[src/rtl/imem_loader_pkg.sv]
`default_nettype none
// ============================================================================
//  Module      : imem_loader_pkg
//  Description : Shared types and constants for the instruction-memory loader
//                (FSM state encoding, frame header size, checksum width).
//  Revision    : 1.0 - initial release
// ============================================================================
package imem_loader_pkg;

    // Number of header bytes (LEN_LO, LEN_HI) that precede the data bytes
    localparam int c_HDR_BYTES = 2;

    // Width of the running modular checksum over the data bytes
    localparam int c_CSUM_W = 8;

    // Loader state encoding
    typedef enum logic [2:0] {
        ST_IDLE   = 3'd0,
        ST_LEN_LO = 3'd1,
        ST_LEN_HI = 3'd2,
        ST_DATA   = 3'd3,
        ST_WRITE  = 3'd4,
        ST_CSUM   = 3'd5,
        ST_DONE   = 3'd6,
        ST_ERR    = 3'd7
    } state_t;

endpackage
`default_nettype wire

[src/rtl/imem_loader_pack.sv]
`default_nettype none
// ============================================================================
//  Module      : imem_loader_pack
//  Description : Little-endian 4-byte word assembler. Each shifted byte enters
//                at the top so the first byte of a word ends up in bits [7:0].
//                o_word_full flags the cycle after the fourth byte lands.
//  Revision    : 1.0 - initial release
// ============================================================================
module imem_loader_pack (
    input  logic        clk,
    input  logic        reset,
    input  logic        i_clear,
    input  logic        i_shift_en,
    input  logic [7:0]  i_byte,
    output logic [31:0] o_word,
    output logic [1:0]  o_byte_cnt,
    output logic        o_word_full
);

    logic [31:0] r_word;
    logic [1:0]  r_byte_cnt;
    logic        r_word_full;

    // Shift register, byte counter and full flag; the flag drops on the next shift
    always_ff @(posedge clk or posedge reset) begin
        if (reset) begin
            r_word      <= 32'd0;
            r_byte_cnt  <= 2'd0;
            r_word_full <= 1'b0;
        end else if (i_clear) begin
            r_word      <= 32'd0;
            r_byte_cnt  <= 2'd0;
            r_word_full <= 1'b0;
        end else if (i_shift_en) begin
            r_word      <= {i_byte, r_word[31:8]};
            r_byte_cnt  <= r_byte_cnt + 2'd1;
            r_word_full <= (r_byte_cnt == 2'd3);
        end
    end

    assign o_word      = r_word;
    assign o_byte_cnt  = r_byte_cnt;
    assign o_word_full = r_word_full;

endmodule
`default_nettype wire

[src/rtl/imem_loader.sv]
`default_nettype none
// ============================================================================
//  Module      : imem_loader
//  Description : Boot-time instruction-memory writer. Parses a framed byte
//                stream (16-bit word count, little-endian words, 8-bit sum of
//                data bytes), issues one-cycle word writes and holds the CPU
//                until a verified image is in place.
//  Revision    : 1.0 - initial release
// ============================================================================
module imem_loader
    import imem_loader_pkg::*;
#(
    parameter int ADDR_W = 6,
    parameter int DEPTH  = 64
) (
    input  logic              clk,
    input  logic              reset,
    input  logic              start,
    input  logic              s_valid,
    input  logic [7:0]        s_data,
    output logic              s_ready,
    output logic              imem_we,
    output logic [ADDR_W-1:0] imem_waddr,
    output logic [31:0]       imem_wdata,
    output logic              busy,
    output logic              done,
    output logic              error,
    output logic              cpu_hold,
    output logic [ADDR_W:0]   words_loaded
);

    localparam logic [15:0] c_DEPTH16 = 16'(DEPTH);

    state_t              r_state;
    state_t              w_state_nxt;

    logic [15:0]         r_len;
    logic [ADDR_W-1:0]   r_idx;
    logic [ADDR_W:0]     r_words;
    logic [c_CSUM_W-1:0] r_sum;
    logic [ADDR_W-1:0]   r_waddr_hold;
    logic [31:0]         r_wdata_hold;

    logic                w_accept;
    logic                w_load_start;
    logic                w_write;
    logic [15:0]         w_len_full;
    logic [ADDR_W:0]     w_words_nxt;
    logic                w_last_word;

    logic [31:0]         w_word;
    logic [1:0]          w_byte_cnt;
    logic                w_word_full;

    assign w_accept    = s_valid && s_ready;
    assign w_len_full  = {s_data, r_len[7:0]};
    assign w_words_nxt = r_words + 1'b1;
    assign w_last_word = (16'(w_words_nxt) == r_len);

    // Word assembly for the DATA phase; cleared whenever a new load begins
    imem_loader_pack u_pack (
        .clk         (clk),
        .reset       (reset),
        .i_clear     (w_load_start),
        .i_shift_en  ((r_state == ST_DATA) && w_accept),
        .i_byte      (s_data),
        .o_word      (w_word),
        .o_byte_cnt  (w_byte_cnt),
        .o_word_full (w_word_full)
    );

    // State register
    always_ff @(posedge clk or posedge reset) begin
        if (reset) begin
            r_state <= ST_IDLE;
        end else begin
            r_state <= w_state_nxt;
        end
    end

    // Next-state and status decode; start is honoured only in IDLE, DONE and ERR
    always_comb begin
        w_state_nxt  = r_state;
        s_ready      = 1'b0;
        busy         = 1'b0;
        done         = 1'b0;
        error        = 1'b0;
        cpu_hold     = 1'b1;
        w_write      = 1'b0;
        w_load_start = 1'b0;
        case (r_state)
            ST_IDLE: begin
                if (start) begin
                    w_load_start = 1'b1;
                    w_state_nxt  = ST_LEN_LO;
                end
            end
            ST_LEN_LO: begin
                s_ready = 1'b1;
                busy    = 1'b1;
                if (w_accept) w_state_nxt = ST_LEN_HI;
            end
            ST_LEN_HI: begin
                s_ready = 1'b1;
                busy    = 1'b1;
                if (w_accept) begin
                    if (w_len_full > c_DEPTH16)  w_state_nxt = ST_ERR;
                    else if (w_len_full == 16'd0) w_state_nxt = ST_CSUM;
                    else                          w_state_nxt = ST_DATA;
                end
            end
            ST_DATA: begin
                s_ready = 1'b1;
                busy    = 1'b1;
                if (w_accept && (w_byte_cnt == 2'd3)) w_state_nxt = ST_WRITE;
            end
            ST_WRITE: begin
                busy        = 1'b1;
                w_write     = 1'b1;
                w_state_nxt = w_last_word ? ST_CSUM : ST_DATA;
            end
            ST_CSUM: begin
                s_ready = 1'b1;
                busy    = 1'b1;
                if (w_accept) w_state_nxt = (s_data == r_sum) ? ST_DONE : ST_ERR;
            end
            ST_DONE: begin
                done     = 1'b1;
                cpu_hold = 1'b0;
                if (start) begin
                    w_load_start = 1'b1;
                    w_state_nxt  = ST_LEN_LO;
                end
            end
            ST_ERR: begin
                error = 1'b1;
                if (start) begin
                    w_load_start = 1'b1;
                    w_state_nxt  = ST_LEN_LO;
                end
            end
            default: w_state_nxt = ST_IDLE;
        endcase
    end

    // Length capture, checksum, word index / count, and held write-port values
    always_ff @(posedge clk or posedge reset) begin
        if (reset) begin
            r_len        <= 16'd0;
            r_idx        <= '0;
            r_words      <= '0;
            r_sum        <= '0;
            r_waddr_hold <= '0;
            r_wdata_hold <= 32'd0;
        end else if (w_load_start) begin
            r_len   <= 16'd0;
            r_idx   <= '0;
            r_words <= '0;
            r_sum   <= '0;
        end else begin
            case (r_state)
                ST_LEN_LO: if (w_accept) r_len[7:0]  <= s_data;
                ST_LEN_HI: if (w_accept) r_len[15:8] <= s_data;
                ST_DATA:   if (w_accept) r_sum       <= r_sum + s_data;
                ST_WRITE: begin
                    r_idx        <= r_idx + 1'b1;
                    r_words      <= w_words_nxt;
                    r_waddr_hold <= r_idx;
                    r_wdata_hold <= w_word;
                end
                default: ;
            endcase
        end
    end

    // The write port shows the live index/word during WRITE and holds them otherwise
    assign imem_we      = w_write && w_word_full;
    assign imem_waddr   = w_write ? r_idx  : r_waddr_hold;
    assign imem_wdata   = w_write ? w_word : r_wdata_hold;
    assign words_loaded = r_words;

endmodule
`default_nettype wire

[config.mk]
export PLATFORM = sky130hd
export DESIGN_NAME = imem_loader
export DESIGN_NICKNAME = d
export VERILOG_FILES = /design/src/rtl/imem_loader_pkg.sv /design/src/rtl/imem_loader_pack.sv /design/src/rtl/imem_loader.sv
export SDC_FILE = /design/constraint.sdc
export NUM_CORES = 1
export LEC_CHECK = 0
export BUFFER_PORTS_ARGS = -buffer_cell sky130_fd_sc_hd__buf_2
export CAP_MARGIN = 40
export CELL_PAD_IN_SITES_DETAIL_PLACEMENT = 1
export CELL_PAD_IN_SITES_GLOBAL_PLACEMENT = 1
export CORE_MARGIN = 2
export CORE_UTILIZATION = 23
export DETAILED_ROUTE_END_ITERATION = 8
export PLACE_DENSITY_LB_ADDON = 0.1
export SLEW_MARGIN = 20
export SYNTH_ARGS = -nofsm -noshare
export SYNTH_HDL_FRONTEND = slang
export SYNTH_SLANG_ARGS = --single-unit
[constraint.sdc]
create_clock -name clk -period 4.1 [get_ports clk]
set_clock_uncertainty 0.1 [all_clocks]
set_input_delay 0.41 -clock clk [delete_from_list [all_inputs] [get_ports clk]]
set_output_delay 0.41 -clock clk [all_outputs]
set_load 0.005 [all_outputs]
==> impl_metrics.ini, run 1 <==
[worst_setup_path]
slowest_delay_ns = 0.60
rrSetupSlack_ns = 1.50
crit_path_max_fanout = 50
worstPathRequired_ns = 3.59
start_kind = flop
critPathMostFrequentCell = nand2_1
crit_type = flop to primary output
worstPathCellList = inv_4, nor3_4, buf_4, nand2_1, nand2_1, buf_2
crit_slowest_cell = dfrtp_1
worst-path-buf-inv = 3
arrival_ns = 2.26
cp-end-kind = primary output
path_delay_family = buffers and inverters

[cts]
cts_root_buf = clkbuf_16
cts_buffers = 17
cts_tree = yes
cts_sinks = 113
clk_latency_ns = 0.41
max-clock-path-buffers = 2
clkTransAtPathRegs_ns = 0.06
h-tree-depth = 4

[timing]
slew_headroom = 0.533
period_share = 0.675
setup_viol = 0
slew_viol_final = 0
worst_slack_ns = 1.33
grt_setup_unrepaired = false
setup_tns_ns = 0
fmax_ghz = 0.361
period_needed_ns = 2.77
worst_pin_slew_ns = 0.701
hold_violations = 0

[power_and_ir_drop]
switching_share = 0.364
internal_power_uw = 3240
power.density_mw_per_mm2 = 721
seq_power_share = 0.362
clkPwrFrac = 0.312
p_leak_uw = 0.00345
p_total_uw = 5090
switchingPower_uw = 1850
p_comb_frac = 0.325
ir_worst_vdd_mv = 0.249

[floorplan]
io_pins = 63
die_w_um = 163
die-area_mm2 = 0.0264
coreArea_mm2 = 0.0250
die_h_um = 163
start_util = 0.232
row_count = 58

[run]
cap_violations = 0

[drt]
top_layer = met4
met1Wirelength_um = 8410
met2WireLength_um = 8180
drt-vias-per-instance = 4.54
drt-total-wl_um = 17200
wl_per_cell_um = 16.8
dr_wl_met3_um = 472
drtAntennaViolNets = 0
drtPass1Iterations = 4
drt-initial-drc-count = 205
routed-via-count = 4647
drc = 0

[synth]
synth_ff_type = dfrtp_1
syn-cell-area_mm2 = 0.00578
ys_warn_count = 0
synth_cell_types = 60
ys_seq_area_frac = 0.489
synth_fp_nets = 653
synth-edff-count = 0
synthCells = 629
ys_async_sr_fraction = 1.00
synth-seq-cells = 113
synth_area_per_cell_um2 = 9.19

[layout]
antenna_cells = 0
syn2layout_area_growth_pct = 22.2
fillers = 2907
fin_nets = 706
drive_gt1_frac = 0.171

[place]
portBuffers = 62
gp_congestion = 0.775
dp_slack_ns = 1.48
dp_hpwl_um = 10900

[global_route]
overflow = 0
grt_use_total = 0.137
grt_first_pass_wirelength_um = 28000
grt_max_degree = 75
first_global_vias = 5027
grt_antenna_before_repair = 0

[hold_path]
hp-class = primary input to flop

[status]
status = completed
metrics by stage:
stage,utilization,instance area (um2),instances,hold WS (ns)
floorplan,-,5780,629,0.358
global placement,0.257,6410,991,0.366
detailed placement,0.257,6410,991,0.376
CTS,0.282,7050,1023,0.215
global route,0.283,7070,1024,0.211
finish,0.283,7070,1024,0.228
metal layers:
| metal | global-route usage | vias to the layer above |
|---|---|---|
| met1 | 0.179 | 2360 |
| met3 | 0.0328 | 9 |
| li1 | - | 2220 |
| met2 | 0.226 | 58 |
| met4 | 0.0354 | 0 |
| met5 | 0 | - |
worst register-to-register path: stages (launching register included):
cell	delay (ns)
dfrtp_1	0.52
inv_2	0.20
nand3_2	0.09
buf_4	0.33
nor2_4	0.62
buf_12	0.26
mux2_1	0.35
power by group through the flow:
stage | logic [uW] | clock network (uW) | registers, uW
2_1_floorplan | 1210 | 0 | 1700
3_3_place_gp | 1650 | 0 | 1850
3_5_place_dp | 1680 | 0 | 1870
4_1_cts | 1690 | 1630 | 1850
5_1_grt | 1880 | 1690 | 1910
6_report | 1660 | 1590 | 1850
state kept, by name, indices dropped and copies added (netlist names):
name / count
u_pack.o_byte_cnt: 2
u_pack.o_word: 32
r_wdata_hold: 32
r_idx: 6
r_waddr_hold: 6
words_loaded: 7
r_state: 3
r_len: 16
r_sum: 8
u_pack.o_word_full: 1
layout make-up:
type                       instances  area, um2  share of cell area
sequential                       113       2830               0.400
multi-input combinational        466       2720               0.385
clock buffer                      21        470              0.0666
timing repair buffer              73        433              0.0613
tap                              330        413              0.0584
clock inverter                    10        158              0.0223
inverter                          11       46.3             0.00655
synthesized netlist by cell type (2+ instances only):
cell type	instances	area, um2
nand2_1	207	777
dfrtp_1	113	2830
a21oi_1	48	240
nor2_1	35	131
mux2_1	34	383
clkbuf_1	16	60.1
mux2i_1	16	160
buf_2	12	60.1
ha_1	11	138
nand3_1	11	55.1
xor2_1	11	96.3
inv_1	8	30.0
xnor2_1	8	70.1
nand4_1	7	43.8
nor3_1	7	35.0
o21ai_0	7	35.0
buf_4	6	45.0
o21bai_1	5	37.5
or3_1	5	31.3
mux2_2	4	45.0
o21a_1	4	30.0
buf_6	3	33.8
nand2b_1	3	18.8
nor4_1	3	18.8
a211o_1	2	17.5
a21o_1	2	15.0
and3_1	2	12.5
buf_1	2	7.51
inv_2	2	7.51
nand3b_1	2	15.0
nor3b_1	2	15.0
o211ai_1	2	15.0
o221ai_1	2	17.5
what timing repair did:
action	4_1_cts	5_1_grt
setup buffers	0	0
hold endpoints to repair	36	0
gates resized for setup	0	0
hold buffers	1	0
setup endpoints to repair	0	0
path summary, 6_finish.rpt:
kind / end / cells past startpoint / from
worst max-delay path: imem_wdata[24] / 6 / r_state[2]$_DFFE_PP0P_
worst min-delay path: u_pack.o_word[25]$_DFFE_PP0P_ / 3 / s_data[1]
worst max register to register: r_wdata_hold[31]$_DFFE_PP0P_ / 6 / r_state[0]$_DFFE_PP0P_
worst min register to register: r_wdata_hold[8]$_DFFE_PP0P_ / 1 / r_wdata_hold[8]$_DFFE_PP0P_
max in group asynchronous: r_wdata_hold[29]$_DFFE_PP0P_ / 4 / reset
min in group asynchronous: r_idx[4]$_DFFE_PP0P_ / 3 / reset
logic make-up after synthesis:
family | after synthesis | share of synthesized area
xor+xnor | 19 | 0.0288
simple gates | 293 | 0.215
fa+ha+maj | 12 | 0.0273
flops | 113 | 0.489
buf+inv | 50 | 0.0433
compound gates | 88 | 0.0950
mux | 54 | 0.102
placed cells by master, fill, tap and decap left out, types with 4 or more instances in the layout:
master / n
xor2_1: 11
inv_1: 7
bufinv_16: 4
dfrtp_1: 113
buf_4: 7
nand3_1: 10
nand4_1: 7
mux2i_1: 16
nor3_1: 7
clkbuf_16: 17
nand2_1: 207
o21ai_0: 7
a21oi_1: 48
ha_1: 11
xnor2_1: 8
buf_2: 62
mux2_1: 34
o21bai_1: 5
or3_1: 5
mux2_2: 4
nor2_1: 34
(Power assumes the default switching activity.)
==> inputs of run 2 (changes only) <==
Clock period 4.1 ns to 2.75 ns, I/O delays scaled along.
==> impl_metrics.ini, run 2 (same netlist as run 1, synthesis figures left out) <==
[status]
status = completed

[drt]
drt-vias-per-instance = 4.52
routed-via-count = 4640
wl_per_cell_um = 16.4
met1Wirelength_um = 7920
dr_wl_met3_um = 525
met2WireLength_um = 8180
drt-initial-drc-count = 162
drtPass1Iterations = 4
drtAntennaViolNets = 0
top_layer = met4
drt-total-wl_um = 16800
drc = 0

[layout]
mostFrequentLayoutCell = nand2_1
antenna_cells = 0
fillers = 2873
syn2layout_area_growth_pct = 22.5
layout_common_cells = nand2_1 (207), dfrtp_1 (113), buf_2 (62)
multi_input_area_mm2 = 0.00272
fin_nets = 707
final_core_util = 0.284
regArea_mm2 = 0.00283
finalNonFillerCells = 1026
final_area_mm2 = 0.00709
drive_gt1_frac = 0.174

[floorplan]
die-area_mm2 = 0.0264
io_pins = 63
start_util = 0.232
row_count = 58
coreArea_mm2 = 0.0250
die_w_um = 163
die_h_um = 163

[timing]
period_share = 0.923
slew_viol_final = 0
grt_setup_unrepaired = false
slew_headroom = 0.544
fmax_ghz = 0.394
setup_viol = 0
hold_violations = 0
period_needed_ns = 2.54
worst_pin_slew_ns = 0.684
setup_tns_ns = 0

[cts]
cts_setup_buffers = 0
cts_buffers = 17
clkTransAtPathRegs_ns = 0.05
cts_sinks = 113
h-tree-depth = 4
max-clock-path-buffers = 2
cts_tree = yes
clk_latency_ns = 0.42
cts_root_buf = clkbuf_16

[worst_setup_path]
timing.rr.start = r_state[1]$_DFFE_PP0P_
crit_slowest_cell = dfrtp_1
crit_path_max_fanout = 17
cp-end-kind = primary output
rr_endpoint = r_state[2]$_DFFE_PP0P_
crit_type = flop to primary output
slowest_delay_ns = 0.54
r2r_cells = 5
worstPathCellList = inv_2, nand3_2, buf_4, nand2_1, nand2_1, buf_2
arrival_ns = 2.16
critPathMostFrequentCell = nand2_1
worstPathRequired_ns = 2.38
rrSetupSlack_ns = 0.57
start_kind = flop

[place]
portBuffers = 62
gp_congestion = 0.718
dp_hpwl_um = 11000
place_area_mm2 = 0.00646
dp_cells = 993

[hold_path]
min_from = s_data[0]
hold-path-endpoint = u_pack.o_word[24]$_DFFE_PP0P_
holdPathStages = 3
hp-class = primary input to flop

[global_route]
grt_first_pass_wirelength_um = 28100
grt_antenna_before_repair = 0
overflow = 0
grt_max_degree = 114
first_global_vias = 4994
grt_use_total = 0.138

[power_and_ir_drop]
p_leak_uw = 0.00344
switching_share = 0.369
power.density_mw_per_mm2 = 1060
seq_power_share = 0.365
clkPwrFrac = 0.306
ir_worst_vdd_mv = 0.368
internal_power_uw = 4740
switchingPower_uw = 2780
p_comb_frac = 0.330

[run]
cap_violations = 0
## run 2: cell types whose count changed in the layout (fill, tap and decap cells not counted), sizes merged
cell      delta
clkbuf       -1
buf          +1
clkinv       -1
clkinvlp     +4
bufinv       -1
## run 2: metrics by stage
step / hold WS [ns] / worst slack, ns / total power, uW
after floorplan: 0.306 / 0.789 / 4340
after global placement: 0.367 / 0.585 / 5260
after detailed placement: 0.376 / 0.540 / 5340
after CTS: 0.0578 / 0.133 / 7710
after global routing: 0.0832 / 0.00959 / 8150
final: 0.0712 / 0.211 / 7520
## run 2: area by class of cell
cell class,instances,area share
flip-flops and latches,113,0.399
multi-input cells,466,0.384
repair buffers,74,0.0657
clock buffers,20,0.0645
well taps,330,0.0583
clock inverters,12,0.0222
inverters,11,0.00671
## run 2: how the worst max path moves through the flow
stage                                startpoint                            to  depth (start not counted)
CTS                      r_state[0]$_DFFE_PP0P_                imem_wdata[18]                          6
finish                   r_state[0]$_DFFE_PP0P_                imem_wdata[18]                          6
detailed placement       r_state[0]$_DFFE_PP0P_  r_wdata_hold[25]$_DFFE_PP0P_                          5
floorplan           words_loaded[0]$_DFFE_PP0P_        r_state[1]$_DFFE_PP0P_                          7
global placement                      s_data[4]        r_state[0]$_DFFE_PP0P_                          7
global route             r_state[0]$_DFFE_PP0P_                imem_wdata[18]                          6
## run 2: power by group through the flow
stage	Combinational [uW]	Clock [uW]	Sequential, uW
3_5_place_dp	2560	0	2790
6_report	2480	2300	2740
2_1_floorplan	1800	0	2540
5_1_grt	2850	2450	2850
4_1_cts	2570	2380	2760
3_3_place_gp	2510	0	2750
## run 2: routing by layer
metal / GRT usage / vias up
met5: 0 / -
met4: 0.0438 / 0
met3: 0.0267 / 16
met2: 0.232 / 59
met1: 0.179 / 2333
li1: - / 2232
## run 2: repair_timing
| item | 4_1_cts | 5_1_grt |
|---|---|---|
| hold buffers | 1 | 0 |
| hold endpoints to repair | 37 | 0 |
| resized for setup | 0 | 0 |
## run 2: worst max-delay path: cells and delay by family (launching register included)
family	cells	cell delay [ns]
DFF	1	0.54
buffers and inverters	3	0.69
and+or+nand+nor	3	0.50
